**src/rtl/mem_access_ctrl_pkg.sv**
```systemverilog
// mem_access_ctrl_pkg: access size codes, FSM states and alignment rule for the MEM-stage controller
package mem_access_ctrl_pkg;
  localparam logic [1:0] SIZE_BYTE = 2'b00;
  localparam logic [1:0] SIZE_HALF = 2'b01;
  localparam logic [1:0] SIZE_WORD = 2'b10;
  typedef enum logic [2:0] {
    S_IDLE,
    S_RD,
    S_WR,
    S_RMW_RD,
    S_RMW_WR,
    S_RESP
  } state_t;
  function automatic logic misaligned(input logic [1:0] size, input logic [1:0] off);
    return (size == SIZE_HALF) ? off[0] : (size == SIZE_WORD) ? |off : (size != SIZE_BYTE);
  endfunction
endpackage

```
**src/rtl/mem_access_ctrl_lane_align.sv**
```systemverilog
// mem_access_ctrl_lane_align: little-endian sub-word load extract/extend and store lane merge
module mem_access_ctrl_lane_align
  import mem_access_ctrl_pkg::*;
(
  input  logic [1:0]  size,
  input  logic [1:0]  off,
  input  logic        uns,
  input  logic [31:0] word,
  input  logic [31:0] wdata,
  output logic [31:0] load_data,
  output logic [31:0] store_word
);
  logic [4:0]  sh;
  logic [31:0] lane;
  logic [31:0] mask;
  // byte offset becomes a bit shift; the mask confines the store to the addressed lane(s)
  always_comb begin
    sh = {off, 3'b000};
    lane = word >> sh;
    mask = ((size == SIZE_BYTE) ? 32'h0000_00ff : 32'h0000_ffff) << sh;
    load_data = (size == SIZE_BYTE) ? {{24{~uns & lane[7]}}, lane[7:0]}
              : (size == SIZE_HALF) ? {{16{~uns & lane[15]}}, lane[15:0]} : word;
    store_word = (size == SIZE_WORD) ? wdata : (word & ~mask) | ((wdata << sh) & mask);
  end
endmodule

```
**src/rtl/mem_access_ctrl.sv**
```systemverilog
// mem_access_ctrl: MEM-stage load/store initiator with sub-word RMW, misalign check and rdy watchdog
module mem_access_ctrl
  import mem_access_ctrl_pkg::*;
#(
  parameter int ADDR_W  = 11,
  parameter int TIMEOUT = 15
) (
  input  logic              clk,
  input  logic              rst,
  input  logic              req_valid,
  output logic              req_ready,
  input  logic              req_we,
  input  logic [1:0]        req_size,
  input  logic              req_unsigned,
  input  logic [31:0]       req_addr,
  input  logic [31:0]       req_wdata,
  output logic              resp_valid,
  output logic [31:0]       resp_rdata,
  output logic              misalign_err,
  output logic              timeout_err,
  output logic              stall,
  output logic [ADDR_W-1:0] mem_addr,
  output logic [31:0]       mem_wdata,
  input  logic [31:0]       mem_rdata,
  output logic              mem_read,
  output logic              mem_write,
  input  logic              mem_rdy
);
  localparam int CW = $clog2(TIMEOUT + 1);
  state_t            state_q, state_d;
  logic              we_q, we_d, uns_q, uns_d, mis_q, mis_d, to_q, to_d;
  logic [1:0]        size_q, size_d, off_q, off_d;
  logic [ADDR_W-1:0] addr_q, addr_d;
  logic [31:0]       wdata_q, wdata_d, data_q, data_d;
  logic [CW-1:0]     cnt_q, cnt_d;
  logic [31:0]       load_data, store_word;
  logic              unused_addr;
  assign unused_addr = ^req_addr[31:ADDR_W+2];
  mem_access_ctrl_lane_align u_align (
    .size      (size_q),
    .off       (off_q),
    .uns       (uns_q),
    .word      (data_q),
    .wdata     (wdata_q),
    .load_data (load_data),
    .store_word(store_word)
  );
  // next state, request capture at accept, read-data capture on rdy, and the no-rdy watchdog
  always_comb begin
    state_d = state_q;
    we_d = we_q;
    size_d = size_q;
    uns_d = uns_q;
    off_d = off_q;
    addr_d = addr_q;
    wdata_d = wdata_q;
    data_d = data_q;
    mis_d = mis_q;
    to_d = to_q;
    cnt_d = '0;
    case (state_q)
      S_IDLE: if (req_valid) begin
        we_d = req_we;
        size_d = req_size;
        uns_d = req_unsigned;
        off_d = req_addr[1:0];
        addr_d = req_addr[ADDR_W+1:2];
        wdata_d = req_wdata;
        mis_d = misaligned(req_size, req_addr[1:0]);
        to_d = 1'b0;
        state_d = mis_d ? S_RESP : !req_we ? S_RD : (req_size == SIZE_WORD) ? S_WR : S_RMW_RD;
      end
      S_RD, S_RMW_RD: if (mem_rdy) begin
        data_d = mem_rdata;
        state_d = (state_q == S_RD) ? S_RESP : S_RMW_WR;
      end else if (cnt_q == CW'(TIMEOUT - 1)) begin
        to_d = 1'b1;
        state_d = S_RESP;
      end else begin
        cnt_d = cnt_q + 1'b1;
      end
      S_WR, S_RMW_WR: state_d = S_RESP;
      default: state_d = S_IDLE;
    endcase
  end
  // state and captured-request registers; reset abandons any access in flight
  always_ff @(posedge clk or posedge rst) begin
    if (rst) begin
      state_q <= S_IDLE;
      we_q <= 1'b0;
      size_q <= '0;
      uns_q <= 1'b0;
      off_q <= '0;
      addr_q <= '0;
      wdata_q <= '0;
      data_q <= '0;
      mis_q <= 1'b0;
      to_q <= 1'b0;
      cnt_q <= '0;
    end else begin
      state_q <= state_d;
      we_q <= we_d;
      size_q <= size_d;
      uns_q <= uns_d;
      off_q <= off_d;
      addr_q <= addr_d;
      wdata_q <= wdata_d;
      data_q <= data_d;
      mis_q <= mis_d;
      to_q <= to_d;
      cnt_q <= cnt_d;
    end
  end
  assign req_ready = state_q == S_IDLE;
  assign resp_valid = state_q == S_RESP;
  assign stall = !(req_ready || resp_valid);
  assign resp_rdata = (resp_valid && !we_q && !mis_q && !to_q) ? load_data : '0;
  assign misalign_err = resp_valid && mis_q;
  assign timeout_err = resp_valid && to_q;
  assign mem_addr = addr_q;
  assign mem_read = (state_q == S_RD) || (state_q == S_RMW_RD);
  assign mem_write = (state_q == S_WR) || (state_q == S_RMW_WR);
  assign mem_wdata = mem_write ? store_word : '0;
endmodule

```
**config.mk**
```make
export PLATFORM = sky130hd
export DESIGN_NAME = mem_access_ctrl
export DESIGN_NICKNAME = d
export VERILOG_FILES = /design/src/rtl/mem_access_ctrl_pkg.sv /design/src/rtl/mem_access_ctrl_lane_align.sv /design/src/rtl/mem_access_ctrl.sv
export SDC_FILE = /design/constraint.sdc
export NUM_CORES = 1
export LEC_CHECK = 0
export ABC_AREA = 0
export ABC_CLOCK_PERIOD_IN_PS = 4560
export CAP_MARGIN = 20
export CORE_MARGIN = 2
export CORE_UTILIZATION = 49
export CTS_CLUSTER_DIAMETER = 50
export DETAILED_ROUTE_END_ITERATION = 8
export GPL_ROUTABILITY_DRIVEN = 0
export GPL_TIMING_DRIVEN = 0
export HOLD_SLACK_MARGIN = 0.03
export PLACE_DENSITY = 0.87
export SKIP_CTS_REPAIR_TIMING = 1
export SYNTH_ARGS = -nofsm -noshare
export SYNTH_HDL_FRONTEND = slang
export SYNTH_SLANG_ARGS = --single-unit
```
**constraint.sdc**
```tcl
create_clock -name clk -period 4.56 [get_ports clk]
set_input_delay 0.456 -clock clk [delete_from_list [all_inputs] [get_ports clk]]
set_output_delay 0.456 -clock clk [all_outputs]
set_load 0.02 [all_outputs]
```
# Yosys cells after proc, flatten, opt, wreduce, memory -nomap -nowiden
# Cells that the tools add are included.
[word_totals]
out_inout_bits = 82
in_bits = 104
word_cells = 82
register_bits = 90
[classes]
n_addsub = 1
eq_ne = 14
shifts = 3
n_reduce_logical = 23
bitwise = 7
muxes = 23
[ops]
columns = ["cell", "n"]
rows = [
  ["$mux 32", 5],
  ["$and 32x32->32", 2],
  ["$shl 32x5->32", 2],
  ["$not 32->32", 1],
  ["$or 32x32->32", 1],
  ["$shr 32x5->16", 1],
  ["$mux 16", 1],
  ["$mux 3", 4],
  ["$mux 4", 3],
  ["$pmux 3 s3", 1],
  ["$mux 1", 7],
  ["$eq 3x2->1 const B", 2],
  ["$eq 3x3->1 const B", 2],
  ["$ne 2x2->1 const B", 3],
  ["$reduce_and 2->1", 3],
  ["$reduce_or 2->1", 3],
  ["$logic_and 1x1->1", 5],
  ["$add 4x1->4 const B", 1],
  ["$eq 2x1->1 const B", 2],
  ["$eq 2x2->1 const B", 2],
  ["$eq 4x4->1 const B", 1],
  ["$logic_not 1->1", 4],
  ["$reduce_and 4->1", 1],
  ["$reduce_bool 2->1", 2],
  ["9 further kinds", 12],
]

# Logic depth before layout (Yosys ltp)
# Gate-level depths: netlist (run 1).
[logic_depth]
depth_word = 8
depth_mapped = 7

# Hierarchy
# From an unflattened synthesis (run 1), not the netlist that was laid out.
[unflattened]
cells_unflattened = 543
hier_area_um2 = 5859.4
[by_module_without_submodules]
columns = ["mod", "instances", "area_each_um2", "cells_each"]
rows = [
  ["mem_access_ctrl", 1, 4159.0, 294],
  ["mem_access_ctrl_lane_align", 1, 1700.4, 249],
]

# Least setup slack after synthesis (run 1)
# OpenSTA, ideal clock, no wires.
[synth_path]
path_kind = "register to output"
start = "register state_q[1]"
end = "output port resp_rdata[10]"
arrival_time_ps = 1707
stages_incl_launch_ff = 7
slack_ps = 2397
path_cell_list = "dfrtp_1 > and3b_1 > buf_2 > and2_1 > buf_2 > o21ai_0 > o21ai_0"
[synth_via]
elab_chain_len = 5
[synth_lines]
columns = ["item", "line", "rtl"]
rows = [
  ["from (decl)", "mem_access_ctrl.sv:30", "state_t state_q, state_d;"],
  ["from (signal assigned)", "mem_access_ctrl.sv:101", "state_q <= state_d;"],
  ["$eq 3x3->1", "mem_access_ctrl.sv:115", "assign resp_valid = state_q == S_RESP;"],
  ["named net resp_valid", "mem_access_ctrl.sv:17", "output logic resp_valid,"],
  ["$logic_and 1x1->1 (3 in a row)", "mem_access_ctrl.sv:117", "assign resp_rdata = (resp_valid && !we_q && !mis_q && !to_q) ? load_data : '0;"],
  ["$mux 32", "mem_access_ctrl.sv:117", ""],
  ["to (decl)", "mem_access_ctrl.sv:18", "output logic [31:0] resp_rdata,"],
]
# The timed path passes the listed nets, and every way through them passes these cells.

# Final worst setup path (run 1)
[layout_path]
start = "register size_q[1]"
end = "output port mem_wdata[30]"
[layout_via]
elab_chain_len = 8
[layout_lines]
columns = ["item", "line", "rtl"]
rows = [
  ["from (decl)", "mem_access_ctrl.sv:32", "logic [1:0] size_q, size_d, off_q, off_d;"],
  ["from (signal assigned)", "mem_access_ctrl.sv:103", "size_q <= size_d;"],
  ["$logic_not 2->1", "mem_access_ctrl_lane_align.sv:20", "mask = ((size == SIZE_BYTE) ? 32'h0000_00ff : 32'h0000_ffff) << sh;"],
  ["$mux 16", "mem_access_ctrl_lane_align.sv:20", ""],
  ["$shl 32x5->32", "mem_access_ctrl_lane_align.sv:20", ""],
  ["$not 32->32", "mem_access_ctrl_lane_align.sv:23", "store_word = (size == SIZE_WORD) ? wdata : (word & ~mask) | ((wdata << sh) & mask);"],
  ["$and 32x32->32", "mem_access_ctrl_lane_align.sv:23", ""],
  ["$or 32x32->32", "mem_access_ctrl_lane_align.sv:23", ""],
  ["$mux 32 (*)", "mem_access_ctrl_lane_align.sv:23", ""],
  ["$mux 32 (*)", "mem_access_ctrl.sv:123", "assign mem_wdata = mem_write ? store_word : '0;"],
  ["to (decl)", "mem_access_ctrl.sv:23", "output logic [31:0] mem_wdata,"],
]
# Mark *: on every way between the ends. The rest lies on a longest branch, timed or not.

==> reports/metrics.yaml, run 1 <==
status: "completed"
r2r_slack_ns: 2.77
ios: 186
met1_usage_pct: 40.6
rows: 37
wl_mm: 16.9
worstPathArrival_ns: 2.85
fillCellCount: 800
synth_compound_area_share_pct: 18.7
postLayoutCellArea_um2: 7190
grt_overflow_total: 0
crit_fanout: 10
tightest_slew_ns: 0.624
fin_skew_ns: 0.0101
required_ns: 4.10
synth_top_flop_cell: "dfrtp_1"
synth_fp_nets: 700
antennaDiodeCount: 0
antenna_found_initial: 0
port_buffers: 166
clock_sinks: 90
fmax_mhz: 303
area.growth.synth_to_final_pct: 40.9
cts_tree: "yes"
yosys.area_share.adder_pct: 0.490
synth-seq-cells: 90
wire_per_inst_um: 18.5
yosysSeqAreaShare_pct: 44.1
vias: 5267
synth-simple-area-share_pct: 20.5
synth_warnings: 0
die_h_um: 106
period_minus_slack_ns: 3.31
synth_area_per_cell_um2: 8.59
grt_pass1_vias: 4994
postRouteAntennaNets: 0
synth_top_family_by_area: "simple AND/OR/NAND/NOR gates"
clock_path_buffers: 2
core_um2: 10200
drcViolationCount: 0
synthesis.area_um2: 5100
cts_root_buffer: "clkbuf_8"
start_util_pct: 49.9
worst_setup_path_start_kind: "flop"
drive_above_1_share_pct: 11.3
grt_pass1_wl_mm: 26.5
die_w_um: 106
drv_slew: 0
clkLatencyLatePin_ns: 0.38
relSlewSlack_pct: 58.3
cp-end-kind: "primary output"
die_area_um2: 11200
post_dp_cell_area_um2: 6960
fin_nets: 878
period_share_pct: 72.5
grt_util_met3_pct: 8.28
leakage_uw: 0.00326
yosysUniqueCellTypes: 49
ys_async_sr_fraction_pct: 100
vias_per_cell: 5.77
hold_violations: 0
dr.pass1.iters: 7
drv_cap: 0
syn_inst: 594
top_usage_layer: "met2"
synthXorXnorAreaFrac_pct: 0.515
dp_hpwl_mm: 12.7
yosys-mux-area-fraction_pct: 10.8
hold_class: "input port to asynchronous set/reset pin"
peakVddDrop_mv: 0.284
power-per-cell-area_nw_per_um2: 715
drtIter0Drc: 442
track_usage_pct: 30.6
clk_pin_slew_ns: 0.10
grt_setup_unrepaired: "false"
path_class: "flop to primary output"
numCtsBuffers: 9
setup_viol: 0
synth-edff-count: 0
setup_tns_ns: 0
grt_max_degree: 61
h-tree-depth: 3
use_met2_pct: 48.7
[metal layers]
layer | vias to the layer above | wire length [um]
li1 | 2399 | -
met1 | 2468 | 6650
met2 | 344 | 7830
met3 | 56 | 1890
met4 | 0 | 538
met5 | - | 0
[power breakdown]
part | switching [uW] | internal (uW) | total (uW)
combinational | 1640 | 1270 | 2900
clock | 308 | 315 | 622
sequential | 452 | 1160 | 1610
[path summary, 6_finish.rpt]
check,start,end,depth (start not counted)
hold reg to reg,wdata_q[20],wdata_q[20],2
setup reg to reg,state_q[2],wdata_q[2],5
min in group clk,wdata_q[20],wdata_q[20],2
max in group asynchronous,rst,data_q[27],3
hold / removal,rst,mem_addr[4],2
setup / recovery,size_q[1],mem_wdata[30],7
[metrics by stage]
stage | utilization (%) | hold WS (ns) | std cells | worst slack, ns | power, uW
after global routing | 70.3 | 0.458 | 913 | 1.10 | 5420
after global placement | 67.8 | 0.458 | 896 | 0.532 | 4330
after detailed placement | 68.1 | 0.462 | 897 | 1.76 | 4430
after floorplan | - | 0.446 | 594 | 1.77 | 3270
final | 70.3 | 0.429 | 913 | 1.25 | 5140
after CTS | 70.3 | 0.432 | 913 | 1.33 | 5070
[layout by cell type, fill, tap and decap left out, types with 15 or more instances in the layout]
cell / instances
mux2i_1: 17
buf_2: 24
a22oi_1: 20
dfrtp_1: 90
nor2_1: 28
a21o_1: 16
mux2_2: 30
a21oi_1: 49
nand2_1: 186
o21ai_0: 16
clkbuf_1: 15
clkdlybuf4s50_1: 166
[sequential cells by signal, indices dropped and copies added, names as in the netlist, 2 cells and up]
| name | cells |
|---|---|
| cnt_q | 4 |
| data_q | 32 |
| mem_addr | 11 |
| off_q | 2 |
| size_q | 2 |
| state_q | 3 |
| wdata_q | 32 |
[logic make-up after synthesis]
logic type,after synthesis
adders and majority gates,2
xor gates and xnor gates,3
buffers and inverters,53
DFF,90
muxes,50
and+or+nand+nor,253
AOI/OAI and AO/OA,143
[critical path, stage by stage, from the launching register on]
cell	delay [ns]
dfrtp_1	0.33
buf_2	0.20
nor2b_1	0.16
clkbuf_1	0.28
clkbuf_1	0.40
a22oi_1	0.17
a21oi_1	0.26
clkdlybuf4s50_1	0.66
[cells in the mapped netlist, types with 2 or more instances]
cell | instances | area [um^2]
clkbuf_1 | 15 | 56.3
a31oi_1 | 4 | 25.0
dfrtp_1 | 90 | 2250
o21a_1 | 2 | 15.0
nand2_1 | 186 | 698
inv_1 | 9 | 33.8
a21o_1 | 16 | 120
nor2b_1 | 10 | 62.6
and2_1 | 5 | 31.3
nor2_2 | 2 | 12.5
o211ai_1 | 8 | 60.1
o22ai_1 | 4 | 25.0
buf_2 | 24 | 120
a22oi_1 | 20 | 150
o21ai_0 | 16 | 80.1
a21oi_1 | 49 | 245
mux2i_1 | 17 | 170
o32a_1 | 8 | 80.1
ha_1 | 2 | 25.0
xor2_1 | 2 | 17.5
mux2_1 | 2 | 22.5
buf_1 | 2 | 7.51
mux2_2 | 30 | 338
nand3_1 | 3 | 15.0
nand2b_1 | 9 | 56.3
nor3_1 | 3 | 15.0
nor2_1 | 28 | 105
o221a_2 | 7 | 78.8
[area by class of cell]
type	instances	area, um^2	share of cell area (%)
repair buffers	167	1690	23.5
well taps	136	170	2.37
clock inverters	7	100	1.39
clock buffers	9	124	1.72
flip-flops and latches	90	2250	31.3
multi-input cells	451	2610	36.3
inverters	9	36.3	0.505
plain buffers	44	208	2.89
Note: power is estimated with default switching activity, not from simulation.
==> run 2, diff against run 1 <==
ABC_CLOCK_PERIOD_IN_PS = 2700   (was 4560)
CORE_UTILIZATION = 41   (was 49)
PLACE_DENSITY = 0.78   (was 0.87)
clock period = 2.7 ns   (was 4.56 ns; I/O delays follow)
==> run 2 against run 1 <==
Effect of this change: core utilization is 8.3 points lower; routed wire length up 2.8%; via count shrank 2.6%; clock power rose by 88%; clock skew shrank 0.0050 ns; sequential power is 70% higher; flip-flop and latch count unchanged; critical path depth is 1 lower; setup slack worse by 1.1 ns; critical endpoint is now resp_rdata[7].
==> reports/metrics.yaml, run 2 (synthesis gave the netlist of run 1 again) <==
grt_pass1_vias: 4927  # -1.3%
grt_overflow_total: 0  # unchanged
p_switching_uw: 4050  # +69%
vias_per_cell: 5.44  # -5.7%
wl_mm: 17.4  # +2.8%
p_int_uw: 4740  # +73%
critPathSlowestCell: "clkdlybuf4s50_1"
hold_violations: 0  # unchanged
ios: 186  # unchanged
peakVddDrop_mv: 0.457  # +61%
wire_per_inst_um: 18.4  # -0.43%
antennaDiodeCount: 0  # unchanged
clkLatencyLatePin_ns: 0.35  # -0.03 ns
p_clk_share_pct: 13.3  # +1.2 points
worstSetupStartpoint: "size_q[1]"
hold_class: "input port to asynchronous set/reset pin"
drv_cap: 0  # unchanged
path_class: "flop to primary output"
relSlewSlack_pct: 64.2  # +5.9 points
core_um2: 12100  # +18%
antenna_found_initial: 0  # unchanged
track_usage_pct: 26.0  # -4.6 points
status: "completed"
port_buffers: 166  # unchanged
die_h_um: 116  # +9.0%
period_share_pct: 94.3
drtIter0Drc: 363  # -18%
slowest_delay_ns: 0.64  # -0.02 ns
p_total_uw: 8790  # +71%
final_common_cell: "nand2_1"
postLayoutCoreUtil_pct: 61.9  # -8.3 points
swShare_pct: 46.0  # -0.60 points
area.growth.synth_to_final_pct: 46.4
dp_hpwl_mm: 13.1  # +3.2%
fin_nets: 877  # -0.11%
setup_viol: 0  # unchanged
drive_above_1_share_pct: 12.8  # +1.4 points
die_area_um2: 13400  # +19%
final_cell_mix: "186 x nand2_1, 103 x clkdlybuf4s50_1, 90 x dfrtp_1"
power-per-cell-area_nw_per_um2: 1180  # +65%
cts_tree: "yes"
start_util_pct: 42.3  # -7.6 points
crit_fanout: 10  # unchanged
grt_pass1_wl_mm: 26.2  # -1.2%
cts_root_buffer: "clkbuf_16"
grt_max_degree: 57  # -6.6%
fmax_mhz: 393
tightest_slew_ns: 0.537  # -0.0863 ns
h-tree-depth: 3  # unchanged
path_cells: "buf_2 -> clkbuf_2 -> buf_2 -> mux2i_1 -> nor2_1 -> clkdlybuf4s50_1"
numCtsBuffers: 9  # unchanged
setup_slack_ns: 0.155  # -1.10 ns
drv_slew: 0  # unchanged
rows: 40  # +8.1%
leakage_uw: 0.00441  # +35%
cp_num_buf_inv: 4  # unchanged
die_w_um: 116  # +9.0%
p_seq_share_pct: 31.2  # -0.2 points
period_minus_slack_ns: 2.54
clock_sinks: 90  # unchanged
rr_startpoint: "state_q[2]"
vias: 5129  # -2.6%
clock_path_buffers: 2  # unchanged
cp-end-kind: "primary output"
dr.pass1.iters: 5  # -2
required_ns: 2.43  # -1.67 ns
worstPathArrival_ns: 2.27  # -0.58 ns
grt_setup_unrepaired: "false"
p_comb_share_pct: 55.6  # -0.9 points
cpMostUsedCell: "buf_2"
pre_cts_slack_ns: 0.0712  # -1.69 ns
fin_skew_ns: 0.00508  # -0.00504 ns
path_delay_family: "buffers and inverters"
clk_pin_slew_ns: 0.06  # -0.04 ns
worst_setup_path_start_kind: "flop"
drcViolationCount: 0  # unchanged
postRouteAntennaNets: 0  # unchanged
[run 2: power groups by stage]
stage / registers, uW / logic (uW) / clock network [uW]
2_1_floorplan: 2470 / 3050 / 0
3_3_place_gp: 2680 / 4670 / 0
3_5_place_dp: 2710 / 4800 / 0
4_1_cts: 2700 / 4830 / 1190
5_1_grt: 2790 / 5270 / 1240
6_report: 2740 / 4890 / 1170
[run 2: layout make-up]
| type | instances | area [um^2] |
|---|---|---|
| fillers | 1030 | 4590 |
| repair buffers | 167 | 1850 |
| plain buffers | 43 | 218 |
| clock inverters | 3 | 15.0 |
| inverters | 9 | 36.3 |
| well taps | 168 | 210 |
| flip-flops and latches | 90 | 2250 |
| clock buffers | 12 | 256 |
| multi-input cells | 451 | 2640 |
[run 2: per-layer routing]
| layer | vias to the layer above | global-route usage, % | share of wire [%] |
|---|---|---|---|
| li1 | 2386 | - | - |
| met1 | 2447 | 34.1 | 41 |
| met2 | 262 | 42.7 | 48 |
| met3 | 34 | 5.81 | 8.8 |
| met4 | 0 | 9.08 | 2.2 |
| met5 | - | 0 | 0 |
[run 2: per-stage QoR]
step / setup TNS (ns) / instance area (um^2) / instances / hold slack, ns
3_5_place_dp: 0 / 7000 / 929 / 0.461
4_1_cts: -8.40 / 7280 / 944 / 0.295
6_report: 0 / 7470 / 943 / 0.290
5_1_grt: 0 / 7470 / 943 / 0.334
2_1_floorplan: 0 / 5100 / 594 / 0.367
3_3_place_gp: -105.15 / 6970 / 928 / 0.457
[run 2: final timing paths]
path / to / slack (ns) / depth (start not counted)
max: resp_rdata[7] / 0.16 / 6
min: mem_addr[4] / 0.29 / 2
max in group asynchronous: data_q[17] / 1.78 / 3
min in group clk: uns_q / 0.44 / 3
max reg2reg: wdata_q[2] / 0.95 / 6
min reg2reg: mem_addr[4] / 0.47 / 2
